--- config.mk ---
export PLATFORM = sky130hd
export DESIGN_NAME = sr_latch_driver
export DESIGN_NICKNAME = d
export VERILOG_FILES = /design/src/rtl/sr_latch_driver.sv
export SDC_FILE = /design/constraint.sdc
export NUM_CORES = 1
export LEC_CHECK = 0
export ABC_CLOCK_PERIOD_IN_PS = 2650
export CAP_MARGIN = 40
export CELL_PAD_IN_SITES_DETAIL_PLACEMENT = 1
export CELL_PAD_IN_SITES_GLOBAL_PLACEMENT = 1
export CORE_MARGIN = 1
export CORE_UTILIZATION = 39
export CTS_CLUSTER_SIZE = 12
export DETAILED_ROUTE_END_ITERATION = 8
export PLACE_DENSITY_LB_ADDON = 0.1
export SLEW_MARGIN = 10
export SYNTH_ARGS = -nofsm -noshare
export SYNTH_HDL_FRONTEND = slang
export SYNTH_SLANG_ARGS = --single-unit
export TNS_END_PERCENT = 1
--- constraint.sdc ---
create_clock -name clk -period 2.65 [get_ports clk]
set_clock_uncertainty 0.2 [all_clocks]
set_input_delay 0.3975 -clock clk [delete_from_list [all_inputs] [get_ports clk]]
set_output_delay 0.3975 -clock clk [all_outputs]
set_load 0.05 [all_outputs]
--- src/rtl/sr_latch_driver.sv ---
`default_nettype none
// ============================================================================
//  Module      : sr_latch_driver
//  Description : Sequences a write into an external gated SR latch. A request
//                is set up on S/R, strobed with E for PULSE_W cycles, and the
//                latch Q/Qn feedback is then watched for up to TIMEOUT cycles.
//                The outcome is reported as a one-cycle done or err pulse, and
//                a saturating counter keeps track of how many writes timed out.
//  Revision    : 1.0 - initial release
// ============================================================================
module sr_latch_driver #(
    parameter int PULSE_W = 2,   // cycles E is held high (1..15)
    parameter int TIMEOUT = 8    // CHECK cycles allowed for feedback (1..255)
) (
    input  logic       clk,
    input  logic       rst,
    input  logic       req_valid,
    input  logic       req_val,
    output logic       req_ready,
    output logic       S,
    output logic       R,
    output logic       E,
    input  logic       Q_fb,
    input  logic       Qn_fb,
    output logic       done,
    output logic       err,
    output logic       busy,
    output logic [7:0] err_cnt
);

    // State encoding
    localparam logic [2:0] c_ST_IDLE  = 3'd0;
    localparam logic [2:0] c_ST_SETUP = 3'd1;
    localparam logic [2:0] c_ST_PULSE = 3'd2;
    localparam logic [2:0] c_ST_CHECK = 3'd3;
    localparam logic [2:0] c_ST_RESP  = 3'd4;

    // Terminal counts: the counter starts at 0 on entry to a state, so the
    // last cycle of an N-cycle window is reached when it equals N-1.
    localparam logic [7:0] c_PULSE_LAST   = 8'(PULSE_W - 1);
    localparam logic [7:0] c_TIMEOUT_LAST = 8'(TIMEOUT - 1);
    localparam logic [7:0] c_ERR_MAX      = 8'hFF;

    logic [2:0] r_state;
    logic       r_tgt;
    logic [7:0] r_cnt;

    logic       w_match;
    logic       w_accept;

    // Feedback agrees with the target only when Q and Qn are complementary
    // and Q equals the target; Q==Qn therefore never counts as a match.
    assign w_match  = (Q_fb == r_tgt) && (Qn_fb == ~r_tgt);

    // A request is taken only from IDLE, where req_ready is registered high.
    assign w_accept = (r_state == c_ST_IDLE) && req_valid && req_ready;

    // Single FSM process: next state, internal counter and all registered outputs.
    always_ff @(posedge clk) begin
        if (rst) begin
            r_state   <= c_ST_IDLE;
            r_tgt     <= 1'b0;
            r_cnt     <= 8'd0;
            S         <= 1'b0;
            R         <= 1'b0;
            E         <= 1'b0;
            done      <= 1'b0;
            err       <= 1'b0;
            busy      <= 1'b0;
            err_cnt   <= 8'd0;
            req_ready <= 1'b1;
        end else begin
            // done/err are single-cycle pulses; only the CHECK exit raises them.
            done <= 1'b0;
            err  <= 1'b0;

            case (r_state)
                c_ST_IDLE: begin
                    if (w_accept) begin
                        // Present the data one cycle ahead of the enable.
                        r_state   <= c_ST_SETUP;
                        r_tgt     <= req_val;
                        r_cnt     <= 8'd0;
                        S         <= req_val;
                        R         <= ~req_val;
                        E         <= 1'b0;
                        req_ready <= 1'b0;
                        busy      <= 1'b1;
                    end else begin
                        S         <= 1'b0;
                        R         <= 1'b0;
                        E         <= 1'b0;
                        req_ready <= 1'b1;
                        busy      <= 1'b0;
                    end
                end

                c_ST_SETUP: begin
                    // Data has been stable for a cycle; open the latch gate.
                    r_state <= c_ST_PULSE;
                    r_cnt   <= 8'd0;
                    S       <= r_tgt;
                    R       <= ~r_tgt;
                    E       <= 1'b1;
                end

                c_ST_PULSE: begin
                    if (r_cnt == c_PULSE_LAST) begin
                        // Close the gate and release the drives together so
                        // the latch holds its new value on its own.
                        r_state <= c_ST_CHECK;
                        r_cnt   <= 8'd0;
                        S       <= 1'b0;
                        R       <= 1'b0;
                        E       <= 1'b0;
                    end else begin
                        r_cnt <= r_cnt + 8'd1;
                    end
                end

                c_ST_CHECK: begin
                    if (w_match) begin
                        r_state <= c_ST_RESP;
                        r_cnt   <= 8'd0;
                        done    <= 1'b1;
                    end else if (r_cnt == c_TIMEOUT_LAST) begin
                        r_state <= c_ST_RESP;
                        r_cnt   <= 8'd0;
                        err     <= 1'b1;
                        if (err_cnt != c_ERR_MAX) begin
                            err_cnt <= err_cnt + 8'd1;
                        end
                    end else begin
                        r_cnt <= r_cnt + 8'd1;
                    end
                end

                c_ST_RESP: begin
                    // Return to IDLE; a held req_valid is taken at the next edge.
                    r_state   <= c_ST_IDLE;
                    r_cnt     <= 8'd0;
                    req_ready <= 1'b1;
                    busy      <= 1'b0;
                end

                default: begin
                    // Unreachable encodings recover to a quiet IDLE.
                    r_state   <= c_ST_IDLE;
                    r_cnt     <= 8'd0;
                    S         <= 1'b0;
                    R         <= 1'b0;
                    E         <= 1'b0;
                    req_ready <= 1'b1;
                    busy      <= 1'b0;
                end
            endcase
        end
    end

endmodule
`default_nettype wire

==> results.cfg <==
[layout]
regArea_um2 = 540.5
layout.nets = 189
fillers = 431
layout-drive-gt1-share = 0.09497
post-route-util = 0.4923
n_antenna_cell = 0
area_growth_pct = 21.24
finalInstanceArea_um2 = 1643
largestRegisters = err_cnt x8, r_cnt x8, r_state x3
multi_input_area_um2 = 762.0

[floorplanning]
die_y_um = 60.95
die_w_um = 60.95
fp-row-count = 21
num_io_pins = 21
coreArea_um2 = 3337
floorplan.initialDensity = 0.4061
die_area_um2 = 3714

[route]
finalWirelength_mm = 3.288
routedWlPerCell_um = 14.61
ant_nets = 0
vias_per_cell = 5.498
vias = 1237
drtIter0Drc = 46
firstDrtPassIters = 4
drc_errors = 0

[sta]
finalSetupTns_ps = 0
slew_viol_final = 0
final.min_clock_period_ps = 2408
fmax_mhz = 415.2
worstMarginPinSlew_ps = 508.3
max_slew_margin = 0.6601
setup_viol = 0
holdWs_ps = 292.5
post-route-period-util = 0.9088
grt_setup_unrepaired = no
hold_viol = 0

[yosys]
synth_warnings = 0
synth_ff_type = dfxtp_1
synth_compound_area_frac = 0.1348
synth_mux_area_frac = 0.02216
syn_inst = 158
synthArstFlopShare = 0
syn-cell-area_um2 = 1355
synth_simple_gate_area_frac = 0.3186
yosysTopAreaCellShare = 0.3989
synth-xor-area-share = 0.05817
synth_cell_type_count = 42
yosysMostFrequentCell = dfxtp_1
yosys.area.top_type = dfxtp_1
synth_seq_cells = 27
syn-num-nets = 167
synth_common_cells = 27 x dfxtp_1, 16 x nor2_1, 12 x nand2_1
ys_seq_area_frac = 0.3989
synth_top_family_by_area = simple AND/OR/NAND/NOR gates
avgSynthCellArea_um2 = 8.576
synth-edff-count = 0
synth.area.top_cells = dfxtp_1 40%, xnor2_1 5.2%, nor2_1 4.4%, nand3_1 3.7%, nand2_1 3.3%
synthAdderAreaFrac = 0.02770

[cts]
cts.htree.levels = 1
hold_buffers = 0
post_cts_resized = 0
clock_latency_ps = 320
root_buffer = clkbuf_4
cts_sinks = 27
clkSlewWorstSetupHoldPaths_ps = 140
postCtsSetupBuffers = 0
cts_buffers = 3
cts_buffer_depth = 2
cts_tree = yes

[placed_design]
place.gp.congestion = 0.7541
place.detailed.hpwl_mm = 2.425
io_buffers = 20
place_area_um2 = 1617

[critical_path]
criticalPathCategory = reg -> reg
cp-startpoint = r_cnt[0]
cp.arrival_ps = 2430
endpoint_kind = flop
r2r-start = r_cnt[0]
worstPathMaxFanout = 9
required_ps = 2670
critPathLaunchType = flop

[run_status]
outcome = finished, final reports clean

[power]
power_density_nw_per_um2 = 659.7
p_total_mw = 1.084
ir_drop_v = 0.0002266
leakagePower_nw = 0.5614

[grt]
use_met2 = 0.3359
grt_overflow = 0
groute.usage.overall = 0.2028
grt_pass1_wl_mm = 5.602
grt_pass1_vias = 1229
antenna_found_initial = 0
use_met1 = 0.2675
grt_max_degree = 21
grt_use_met3 = 0.03198
busiest_layer = met2

[min_path]
hp-class = reg -> reg
hp-start = R

[job]
cap_viol_max_count = 0
-- area by class of cell --
| type | count | share of cell area |
|---|---|---|
| Sequential cell | 27 | 0.3290 |
| Inverter | 3 | 0.006855 |
| Clock buffer | 4 | 0.01599 |
| Timing Repair Buffer | 26 | 0.1493 |
| Multi-Input combinational cell | 119 | 0.4638 |
| Tap cell | 46 | 0.03503 |
-- report_power, final --
part	leakage [nW]	total (mW)	internal (mW)	switching (mW)
registers	0.219	0.488	0.449	0.0390
logic	0.327	0.417	0.155	0.262
clock network	0.0150	0.179	0.0589	0.120
-- worst max-delay path, cell delays in order (launching register included) --
cell and delay, ps:
dfxtp_1 420, ha_1 160, or4b_2 640, o211ai_1 310, o31ai_1 140, buf_4 190
or3b_2 190, a31oi_1 70
-- stage by stage --
stage | cells | setup WS [ps]
2_1_floorplan | 158 | 349.2
3_3_place_gp | 221 | 186.8
3_5_place_dp | 221 | 114.7
4_1_cts | 225 | 253.1
5_1_grt | 225 | 129.3
6_report | 225 | 241.6
-- metal layers --
metal  vias up  routed length, µm
met5         -                  0
met3         2                 71
met4         0                 23
met2        19               1581
li1        615                  -
met1       601               1612
-- layout by cell type (no fill, tap or decap), types with 4 or more instances in the layout --
cell and count:
dfxtp_1 27, clkdlybuf4s50_1 20, nor2_1 16, nand2_1 12, nand3_1 10, xnor2_1 8, nor3_1 7, o21ai_0 7
a21oi_1 6, buf_4 6, and3_1 4, nor4_1 4
-- kinds of logic (layout without fill, tap and decap cells) --
kind of cell / Yosys count / after routing
and+or+nand+nor: 76 / 76
muxes: 3 / 3
buffers and inverters: 12 / 33
adders and majority gates: 3 / 3
AOI/OAI and AO/OA: 28 / 28
xor gates and xnor gates: 9 / 9
DFF: 27 / 27
-- worst paths after layout --
path / endpoint / slack [ps] / cells after the start
max: r_cnt[6] / 240 / 7
min: R / 290 / 1
max reg2reg: r_cnt[6] / 240 / 7
min reg2reg: R / 290 / 1
(Power assumes the default switching activity.)
